===== config.mk =====
export PLATFORM = sky130hd
export DESIGN_NAME = maxpool2d
export DESIGN_NICKNAME = d
export VERILOG_FILES = /design/src/rtl/cnn_pkg.sv /design/src/rtl/pool_addr_gen.sv /design/src/rtl/maxpool2d.sv
export SDC_FILE = /design/constraint.sdc
export NUM_CORES = 1
export LEC_CHECK = 0
export ABC_AREA = 1
export CAP_MARGIN = 15
export CORE_AREA = 3 3 249 251
export CTS_BUF_LIST = sky130_fd_sc_hd__clkbuf_8
export DETAILED_ROUTE_END_ITERATION = 8
export DIE_AREA = 0 0 252 254
export GPL_TIMING_DRIVEN = 0
export SYNTH_ARGS = -nofsm -noshare
export SYNTH_HDL_FRONTEND = slang
export SYNTH_SLANG_ARGS = --single-unit

===== constraint.sdc =====
create_clock -name clk -period 6.9 [get_ports clk]
set_input_delay 1.38 -clock clk [delete_from_list [all_inputs] [get_ports clk]]
set_output_delay 1.38 -clock clk [all_outputs]
set_load 0.01 [all_outputs]

===== src/rtl/cnn_pkg.sv =====
// rtl/cnn_pkg.sv - shared pixel type, width constant and pooling FSM states
package cnn_pkg;

  localparam int PIXEL_WIDTH = 32;

  typedef logic signed [PIXEL_WIDTH-1:0] pixel_t;

  typedef enum logic [1:0] {
    IDLE = 2'd0,
    SCAN = 2'd1,
    DONE = 2'd2
  } pool_state_t;

endpackage


===== src/rtl/pool_addr_gen.sv =====
// rtl/pool_addr_gen.sv - window/output counters and flat pixel indices for maxpool2d
module pool_addr_gen #(
  parameter int pool_size   = 2,
  parameter int input_width = 4,
  parameter int cnt_w       = 3,
  parameter int in_idx_w    = 5,
  parameter int out_idx_w   = 3
) (
  input  logic                 clk,
  input  logic                 reset,
  input  logic                 clear,
  input  logic                 enable,
  output logic [in_idx_w-1:0]  in_idx,
  output logic [out_idx_w-1:0] out_idx,
  output logic                 window_first,
  output logic                 window_last,
  output logic                 image_last
);

  localparam int output_width = input_width / pool_size;

  logic [cnt_w-1:0] kx, ky, ox, oy;
  logic kx_last, ky_last, ox_last, oy_last;

  assign kx_last = (kx == cnt_w'(pool_size - 1));
  assign ky_last = (ky == cnt_w'(pool_size - 1));
  assign ox_last = (ox == cnt_w'(output_width - 1));
  assign oy_last = (oy == cnt_w'(output_width - 1));

  // Walk kx fastest, then ky, then ox, then oy; clear restarts a run from pixel 0
  always_ff @(posedge clk or negedge reset) begin
    if (!reset) begin
      kx <= '0;
      ky <= '0;
      ox <= '0;
      oy <= '0;
    end else if (clear) begin
      kx <= '0;
      ky <= '0;
      ox <= '0;
      oy <= '0;
    end else if (enable) begin
      if (kx_last) begin
        kx <= '0;
        if (ky_last) begin
          ky <= '0;
          if (ox_last) begin
            ox <= '0;
            oy <= oy_last ? '0 : oy + cnt_w'(1);
          end else begin
            ox <= ox + cnt_w'(1);
          end
        end else begin
          ky <= ky + cnt_w'(1);
        end
      end else begin
        kx <= kx + cnt_w'(1);
      end
    end
  end

  // Flat row-major indices of the current input pixel and its output slot
  always_comb begin
    in_idx  = in_idx_w'((32'(oy) * pool_size + 32'(ky)) * input_width
                        + 32'(ox) * pool_size + 32'(kx));
    out_idx = out_idx_w'(32'(oy) * output_width + 32'(ox));
  end

  assign window_first = (kx == '0) && (ky == '0);
  assign window_last  = kx_last && ky_last;
  assign image_last   = window_last && ox_last && oy_last;

endmodule


===== src/rtl/maxpool2d.sv =====
// rtl/maxpool2d.sv - sequential 2D max pooling, one pixel per cycle; optional ReLU clamp via MAXPOOL_RELU_EN
module maxpool2d
  import cnn_pkg::*;
#(
  parameter int pool_size   = 2,
  parameter int input_width = 4
) (
  input  logic                                             clk,
  input  logic                                             reset,
  input  logic                                             start,
  input  logic [input_width*input_width*PIXEL_WIDTH-1:0]   input_image,
  output logic [(input_width/pool_size)*(input_width/pool_size)*PIXEL_WIDTH-1:0] output_image,
  output logic                                             busy,
  output logic                                             done
);

  localparam int output_width = input_width / pool_size;
  localparam int n_in         = input_width * input_width;
  localparam int n_out        = output_width * output_width;
  localparam int cnt_w        = $clog2(input_width) + 1;
  localparam int in_idx_w     = $clog2(n_in) + 1;
  localparam int out_idx_w    = $clog2(n_out) + 1;

  if (pool_size < 1) begin : g_bad_pool
    $error("maxpool2d: pool_size must be at least 1");
  end else if (input_width % pool_size != 0) begin : g_bad_width
    $error("maxpool2d: input_width must be a multiple of pool_size");
  end

  pool_state_t state, state_next;

  logic [in_idx_w-1:0]  in_idx;
  logic [out_idx_w-1:0] out_idx;
  logic window_first, window_last, image_last;
  pixel_t pix, pix_cmp, run_max, cand;

  pool_addr_gen #(
    .pool_size   (pool_size),
    .input_width (input_width),
    .cnt_w       (cnt_w),
    .in_idx_w    (in_idx_w),
    .out_idx_w   (out_idx_w)
  ) u_addr (
    .clk          (clk),
    .reset        (reset),
    .clear        ((state == IDLE) && start),
    .enable       (state == SCAN),
    .in_idx       (in_idx),
    .out_idx      (out_idx),
    .window_first (window_first),
    .window_last  (window_last),
    .image_last   (image_last)
  );

  // State register
  always_ff @(posedge clk or negedge reset) begin
    if (!reset) state <= IDLE;
    else        state <= state_next;
  end

  // Next state: start is ignored during SCAN, and DONE waits for start to drop
  always_comb begin
    state_next = state;
    case (state)
      IDLE:    if (start) state_next = SCAN;
      SCAN:    if (image_last) state_next = DONE;
      DONE:    if (!start) state_next = IDLE;
      default: state_next = IDLE;
    endcase
  end

  // Status outputs decoded from state
  always_comb begin
    busy = (state == SCAN);
    done = (state == DONE);
  end

  // Select the current pixel and form the new running max
  always_comb begin
    pix = '0;
    for (int i = 0; i < n_in; i++) begin
      if (in_idx == in_idx_w'(i)) pix = input_image[i*PIXEL_WIDTH +: PIXEL_WIDTH];
    end
`ifdef MAXPOOL_RELU_EN
    pix_cmp = (pix < 0) ? '0 : pix;
`else
    pix_cmp = pix;
`endif
    if (window_first) cand = pix_cmp;
    else              cand = (pix_cmp > run_max) ? pix_cmp : run_max;
  end

  // Running max and output slots; a slot only changes when its window closes
  always_ff @(posedge clk or negedge reset) begin
    if (!reset) begin
      run_max      <= '0;
      output_image <= '0;
    end else if (state == SCAN) begin
      run_max <= cand;
      for (int j = 0; j < n_out; j++) begin
        if (window_last && (out_idx == out_idx_w'(j)))
          output_image[j*PIXEL_WIDTH +: PIXEL_WIDTH] <= cand;
      end
    end
  end

endmodule

### After elaboration in Yosys (flattened, before gate mapping)

Cells that the tools add are included.

| storage, ports and cells | value |
|---|---|
| register bits | 174 |
| bits of input ports | 515 |
| logic and storage cells | 112 |

| operators by class | value |
|---|---|
| add/sub/neg operators | 8 |
| order comparisons | 1 |
| eq/ne operators | 27 |
| multiplexer cells | 40 |
| reduce and logical (&&, ||, !) cells | 26 |

Operators by type and width:

| operator | number |
|---|---|
| 2-to-1 mux 32 bit | 18 |
| 2-to-1 mux 3 bit | 18 |
| == test 5 x 4 -> 1 bit, second input constant | 8 |
| greater-than comparator 32 bit | 1 |
| == test 5 x 3 -> 1 bit, second input constant | 4 |
| == test 3 x 1 -> 1 bit, second input constant | 5 |
| adder 3 x 1 -> 3 bit, second input constant | 4 |
| == test 5 x 2 -> 1 bit, second input constant | 2 |
| AND reduction 2 bit | 5 |
| logical AND 1 bit | 9 |
| zero test 3 bit | 3 |
| nonzero test 2 bit | 4 |
| adder 3 bit | 2 |
| == test 3 x 2 -> 1 bit, second input constant | 2 |
| 2-to-1 mux 2 bit | 3 |
| case mux 2 bit (3 select lines) | 1 |
| AND reduction 3 bit | 2 |
| adder 5 x 3 -> 5 bit | 1 |
| adder 5 x 4 -> 5 bit | 1 |
| == test 5 x 1 -> 1 bit, second input constant | 1 |
| zero test 5 bit | 1 |
| inequality test 2 bit, second input constant | 2 |
| AND reduction 4 bit | 1 |
| == test 2 x 1 -> 1 bit, second input constant | 1 |
| 3 further kinds | 3 |

### Longest topological paths before layout

Gate-level depths: netlist of the first run.

| logic depth | value |
|---|---|
| depth in word-level cells | 23 |
| mapped depth | 41 |
| gate-level depth less buffers | 38 |

### Modules after synthesis

From an unflattened synthesis of the first run, not the netlist that was laid out.

| unflattened totals | value |
|---|---|
| cells, all modules | 2138 |
| area, all modules | 13240.2 µm² |

By module, submodules not included:

| module | times used | cells each | area each (µm²) | sequential area each (µm²) |
|---|---|---|---|---|
| maxpool2d | 1 | 2019 | 12324.3 | 4053.9 |
| pool_addr_gen | 1 | 119 | 915.9 | 300.3 |

### Worst setup path after synthesis of the first run

OpenSTA, ideal clock, no wires.

| timing | value |
|---|---|
| path type | register -> register |
| start point | register u_addr.ox[1] |
| end point | register run_max[24] |
| arrival time | 5.049 ns |
| data required time | 6.781 ns |
| path slack | 1.732 ns |
| stages on the path, launching flop included | 42 |
| clock period less this slack | 5.168 ns |
| path through | dfrtp_1 -> inv_1 -> fa_1 -> inv_1 -> ha_1 -> inv_1 -> fa_1 -> inv_1 -> nand3_1 -> nand2_1 -> nand2_4 -> and2_1 -> buf_6 -> buf_6 -> buf_4 -> nand3_1 -> nand2_1 -> inv_1 -> [6 not listed] -> nand2_1 -> nand2_1 -> inv_1 -> ha_1 -> nand2_1 -> nor2_1 -> nand4_1 -> nor4_1 -> o21ai_0 -> o211ai_1 -> xnor2_1 -> nand2_1 -> nand2_1 -> inv_1 -> clkbuf_1 -> nand2_1 -> nand3_1 -> nand2_1 |

| between the ends | value |
|---|---|
| longest elaborated chain between the ends | 22 |
| elaborated cells on any way between the ends | 37 |
| those cells by class | add/sub (2); order compare (1); eq/ne (15); mux (18); reduce/logical (1) |

Ends and longest elaborated chain:

| what | line | text |
|---|---|---|
| start, declared | pool_addr_gen.sv:22 | `logic [cnt_w-1:0] kx, ky, ox, oy;` |
| start signal, assigned | pool_addr_gen.sv:51 | `ox <= ox + cnt_w'(1);` |
| adder 5 x 4 -> 5 bit * | pool_addr_gen.sv:65 | `+ 32'(ox) * pool_size + 32'(kx));` |
| adder 5 x 3 -> 5 bit * | pool_addr_gen.sv:65 |  |
| zero test 5 bit | maxpool2d.sv:82 | `if (in_idx == in_idx_w'(i)) pix = input_image[i*PIXEL_WIDTH +: PIXEL_WIDTH];` |
| 2-to-1 mux 32 bit (15 in series) | maxpool2d.sv:82 |  |
| 2-to-1 mux 32 bit * | maxpool2d.sv:82 |  |
| greater-than comparator 32 bit | maxpool2d.sv:90 | `else cand = (pix_cmp > run_max) ? pix_cmp : run_max;` |
| 2-to-1 mux 32 bit | maxpool2d.sv:90 |  |
| 2-to-1 mux 32 bit * | maxpool2d.sv:89 | `if (window_first) cand = pix_cmp;` |
| end signal, assigned | maxpool2d.sv:99 | `run_max <= cand;` |
| end, declared | maxpool2d.sv:35 | `pixel_t pix, pix_cmp, run_max, cand;` |

Mark *: on every way between the ends. The rest lies on a longest branch, timed or not.
A chain may end at the register's enable or synchronous reset.

### Final worst setup path of the first run

| timing | value |
|---|---|
| start point | register u_addr.ox[1] |
| end point | register output_image[5] |

| between the ends | value |
|---|---|
| longest elaborated chain between the ends | 22 |
| elaborated cells on any way between the ends | 41 |
| those cells by class | add/sub (3); order compare (1); eq/ne (15); mux (18); reduce/logical (4) |

Ends and longest elaborated chain:

| what | line | text |
|---|---|---|
| adder 5 x 4 -> 5 bit | pool_addr_gen.sv:65 |  |
| adder 5 x 3 -> 5 bit | pool_addr_gen.sv:65 |  |
| zero test 5 bit | maxpool2d.sv:82 |  |
| 2-to-1 mux 32 bit (16 in series) | maxpool2d.sv:82 |  |
| greater-than comparator 32 bit | maxpool2d.sv:90 |  |
| 2-to-1 mux 32 bit | maxpool2d.sv:90 |  |
| 2-to-1 mux 32 bit | maxpool2d.sv:89 |  |
| end signal, assigned by index | maxpool2d.sv:102 | `output_image[j*PIXEL_WIDTH +: PIXEL_WIDTH] <= cand;` |
| end, declared | maxpool2d.sv:12 | `output logic [(input_width/pool_size)*(input_width/pool_size)*PIXEL_WIDTH-1:0] output_image,` |

Several ways; a longest one is shown, not always the timed one.

==> impl_metrics.json, run 1 <==
{
  "timing.final.crit_share": 0.958,
  "fin_hold_ws_ps": 473,
  "die_outline_area_mm2": 0.0640,
  "fmax_mhz": 151,
  "worstPathMaxFanout": 10,
  "boundaryPins": 645,
  "numCtsBuffers": 17,
  "globalRoute.totalOverflow": 0,
  "footprint_of_the_flip_flops_and_latches_mm2": 0.00435,
  "crit_path_top_delay_cell": "fa_1",
  "drc": 0,
  "cts_sinks": 174,
  "filler_cell_count": 6560,
  "clock_tree.root_cell": "clkbuf_8",
  "grt_first_pass_wirelength_mm": 115,
  "cts.clk_slew.worst_paths_ps": 90,
  "start_util": 0.223,
  "drt_pass1_iterations": 6,
  "path_delay_family": "simple AND/OR/NAND/NOR gates",
  "async_flop_share": 1.00,
  "critical_path_required_ps": 7320,
  "cp_num_cells": 41,
  "synth_area_mm2": 0.0134,
  "gp_congestion": 0.973,
  "post_synthesis_cells": 2172,
  "port_buffers": 644,
  "detail_route.wirelength_mm": 83.5,
  "cp_data_arrival_time_ps": 7030,
  "max_stage_delay_ps": 480,
  "drt_iter0_drc": 1271,
  "timing.final.max_slew_violations": 0,
  "result_of_the_run": "finished clean",
  "synthFlopType": "dfrtp_1",
  "detail_route.wl_per_cell_um": 22.8,
  "reg2regPathDepth": 41,
  "synth.top_cells.by_area": "dfrtp_1 (33%), nand2_1 (26%), nand3_1 (9.6%)",
  "vias_in_the_first_global_route": 16500,
  "timing.hold.worst_path_depth": 1,
  "worst_slew_pin_slew_ps": 1020,
  "per_cell_via_count_in_the_routed_design": 4.64,
  "clkLatencyLatePin_ps": 480,
  "die_boundary_height_um": 254,
  "fin_nets": 3392,
  "layout_min_cycle_time_ps": 6610,
  "critPathCaptureType": "flop",
  "grt_antenna_before_repair": 32,
  "layout-area-overhead-vs-synth_pct": 61.3,
  "critPathBufInv": 10,
  "timing.final.setup_violations": 0,
  "critical_path_class": "reg -> reg",
  "post_synth.cell_area_avg_um2": 6.16,
  "layout_commonest_cell": "nand2_1",
  "die_width_um": 252,
  "htree_num_levels": 4,
  "drt.antenna.violating_nets": 0,
  "vias": 16900,
  "hp-class": "reg -> reg",
  "cp-start-kind": "flop",
  "grt_usage": 0.249,
  "slew_headroom": 0.322,
  "yosysWarnings": 0,
  "max_cap_viol_count": 0,
  "timing_hold_violations_final": 0,
  "post_route_cells_drive_above_1_share": 0.0737,
  "multiInputGateArea_mm2": 0.00773,
  "clock_tree_from_tritoncts": "yes",
  "number_of_nets_in_the_synthesized_netlist": 2726,
  "critical-path-top-cell-by-count": "nand2_1",
  "netlist.top_cell.by_area": "dfrtp_1",
  "final_cell_mix": "nand2_1 (897), clkdlybuf4s50_1 (643), nand3_1 (255), inv_1 (249), dfrtp_1 (174)",
  "number_of_synthesized_flops_with_an_enable_pin": 0,
  "synth.yosys.seq_area_share": 0.325,
  "post-dp-hpwl_mm": 69.1,
  "maximum_number_of_pins_on_one_net_before_global_route_repair": 98,
  "synth.ff_latch_count": 174,
  "cts_hold_buf": 0,
  "synth_top_area_frac": 0.325,
  "rows": 90,
  "skew_ps": 13.0,
  "ctsLongestPathBuffers": 2,
  "fp.coreArea_mm2": 0.0601,
  "synth.distinct_cells": 42
}
-- flip-flops by register name, summed over array words and instances (netlist names) --
register,cells
u_addr.ky,3
output_image,128
u_addr.oy,3
u_addr.kx,3
u_addr.ox,3
run_max,32
state,2
-- cells in the mapped netlist, drive strengths merged, types with 2 or more instances --
| master | number |
|---|---|
| nand3 | 258 |
| nand2 | 925 |
| fa | 2 |
| a211oi | 2 |
| clkbuf | 54 |
| buf | 49 |
| nor3 | 6 |
| o21ai | 10 |
| dfrtp | 174 |
| xnor2 | 2 |
| nor4 | 3 |
| nand4 | 129 |
| ha | 37 |
| xor2 | 3 |
| or2 | 95 |
| inv | 257 |
| a21oi | 25 |
| nor2 | 129 |
| o21a | 2 |
-- per-stage QoR --
stage	area (um^2)	TNS (ps)	util	setup slack [ps]	cells
finish	21600	0	0.359	288	3656
floorplan	13400	0	-	1730	2172
detailed placement	20800	-110000	0.347	-831	3599
CTS	21400	0	0.356	6.20	3631
global route	21600	-6.34	0.359	-6.34	3652
global placement	20800	-658120	0.346	-3190	3598
-- repair_timing --
item                       in CTS  in global routing
setup endpoints to repair     160                160
pin swaps                       2                 10
buffers inserted                2                  1
gates resized for setup        22                 53
gates cloned                    0                  0
-- kinds of logic after synthesis --
family	synth area share
fa+ha+maj	0.0376
xor+xnor	0.00383
buf+inv	0.107
flops	0.325
compound gates	0.0197
simple gates	0.506
-- area by class of cell --
type,instances,area share
clock inverters,10,0.00864
clock buffers,20,0.0128
multi-input cells,1637,0.358
flip-flops and latches,174,0.202
plain buffers,102,0.0242
well taps,782,0.0453
inverters,258,0.0451
repair buffers,648,0.301
diodes,25,0.00290
-- layer usage --
metal  GRT usage  part of all wire  wire [um]  vias to the layer above
met3      0.0477             0.066       5520                      107
met2       0.447              0.50      42100                      708
met4      0.0892             0.030       2510                        8
met1       0.297              0.40      33300                     7933
met5           0           0.00072         60                        -
li1            -                 -          -                     8191
-- worst reg2reg max path: cells and delay by family, from the launching register on --
family          cells  cell delay, ps
xor+xnor            1             160
buf+inv            10            1090
flops               1             400
fa+ha+maj           4            1340
compound gates      3             520
simple gates       23            3040
-- path summary, 6_finish.rpt --
check                             startpoint               end  slack [ps]
worst max-delay path            u_addr.ox[1]   output_image[5]         290
worst min register to register  u_addr.oy[2]      u_addr.oy[2]         470
min in group asynchronous              reset  output_image[92]         880
worst min-delay path            u_addr.oy[2]      u_addr.oy[2]         470
worst max register to register  u_addr.ox[1]   output_image[5]         290
max in group asynchronous              reset      u_addr.kx[1]        5090
Power of run 1 is not shown: default switching activity piles up to over one toggle a cycle in this logic, so the estimate is an artifact.
==> run 2, diff against run 1 <==
==> constraint.sdc (replaced) <==
create_clock -name clk -period 6.9 [get_ports clk]
set_input_delay 1.38 -clock clk [delete_from_list [all_inputs] [get_ports clk]]
set_output_delay 1.38 -clock clk [all_outputs]
set_load 0.1 [all_outputs]
==> results of run 2 <==
Same layout as run 1 (identical final DEF). Status: finished clean.
Power of run 2 is left out for the same reason.
==> RTL edit, RTL diff (settings of run 1) <==
`pool_size` is set to 2 in 2 places; all go to 4.
--- a/src/rtl/pool_addr_gen.sv
+++ b/src/rtl/pool_addr_gen.sv
@@ -2,3 +2,3 @@
 module pool_addr_gen #(
-  parameter int pool_size   = 2,
+  parameter int pool_size   = 4,
   parameter int input_width = 4,
--- a/src/rtl/maxpool2d.sv
+++ b/src/rtl/maxpool2d.sv
@@ -4,3 +4,3 @@
 #(
-  parameter int pool_size   = 2,
+  parameter int pool_size   = 4,
   parameter int input_width = 4
Interface: changed (resized output_image); port bits go from 645 to 549. No check against the original RTL was run, so the function may have changed too.
==> RTL edit against run 1 <==
- first-iteration DRC count decreased by 8.8%
- fmax increased by 1.9%
- synthesized area decreased by 21%
- critical path type unchanged
- worst setup slack improved by 0.12 ns
- wire length decreased by 15%
- sequential cell count decreased by 96
- sequential share of layout area decreased by 8.9 points
- utilization decreased by 7.0 points
- final area decreased by 19%
==> RTL edit: results (changes against run 1) <==
Clock network
  – CTS Buf Count: 9 (was 17)
  – CTS H-tree depth: 3 (was 4)
  – Worst-skew pair later-pin latency: 0.38 ns (was 0.48 ns)

Finish
  – Antenna fix cells: 10 (was 25)
  – Clkbuf count: 12 (was 20)
  – Multi-Input Combinational: 1509 (was 1637)
  – Fill count: 6853 (was 6560)
  – Non-Clock Buffer Area Fraction: 34.6% (was 32.5%)
  – Signal buffers: 656 (was 750)
  – FFs & Latches: 78 (was 174)
  – Multi-input combinational cell area: 7140 um^2 (was 7730 um^2)

Critical path
  – R2R cell count: 34 (was 41)
  – Crit-path max cell delay: 0.78 ns (was 0.48 ns)

Yosys
  – Netlist cell types: 38 (was 42)
  – Mapped Nets: 2545 (was 2726)
  – Cells after synthesis: 1985 (was 2172)

GRT
  – Met1 GRT Util: 26.8% (was 29.7%)
  – GR Util met3: 5.55% (was 4.77%)
  – Tot GR Track Use: 21.2% (was 24.9%)
  – GR Layer Usage met2: 35.4% (was 44.7%)

Hold path
  – Hold worst-path end: output_image[21] (was u_addr.oy[2])
  – WHS Path Cells: 2 (was 1)

Placed design
  – DP Area: 17100 um^2 (was 20800 um^2)
  – # placed instances: 3316 (was 3599)

Run status
  – Status: complete, no violations (unchanged)

Routing
  – WL met1: 30.0 mm (was 33.3 mm)
RTL edit: changes by cell type after synthesis, sizes merged, moves of 9 or more:
cell | before | now
nand3 | 258 | 228
or2 | 95 | 69
dfrtp | 174 | 78
nor2 | 129 | 34
inv | 257 | 287
o21ai | 10 | 130
nand3b | 0 | 29
nand4 | 129 | 50
clkbuf | 54 | 63
nand2 | 925 | 886
RTL edit: cells by family after synthesis:
kind of cell               Yosys count  share of synthesized area (%)
and+or+nand+nor                   1303                           53.4
AOI/OAI and AO/OA                  157                           7.65
DFF                                 78                           18.4
buffers and inverters              398                           14.8
xor gates and xnor gates             4                          0.330
adders and majority gates           45                           5.38
RTL edit: power groups by stage:
stage / logic, mW / clock network (mW) / registers (mW)
2_1_floorplan: 6.25 / 0 / 0.926
3_3_place_gp: 10.0 / 0 / 0.910
3_5_place_dp: 10.1 / 0 / 0.907
4_1_cts: 10.2 / 0.349 / 0.907
5_1_grt: 11.7 / 0.366 / 0.935
6_report: 10.4 / 0.350 / 0.909
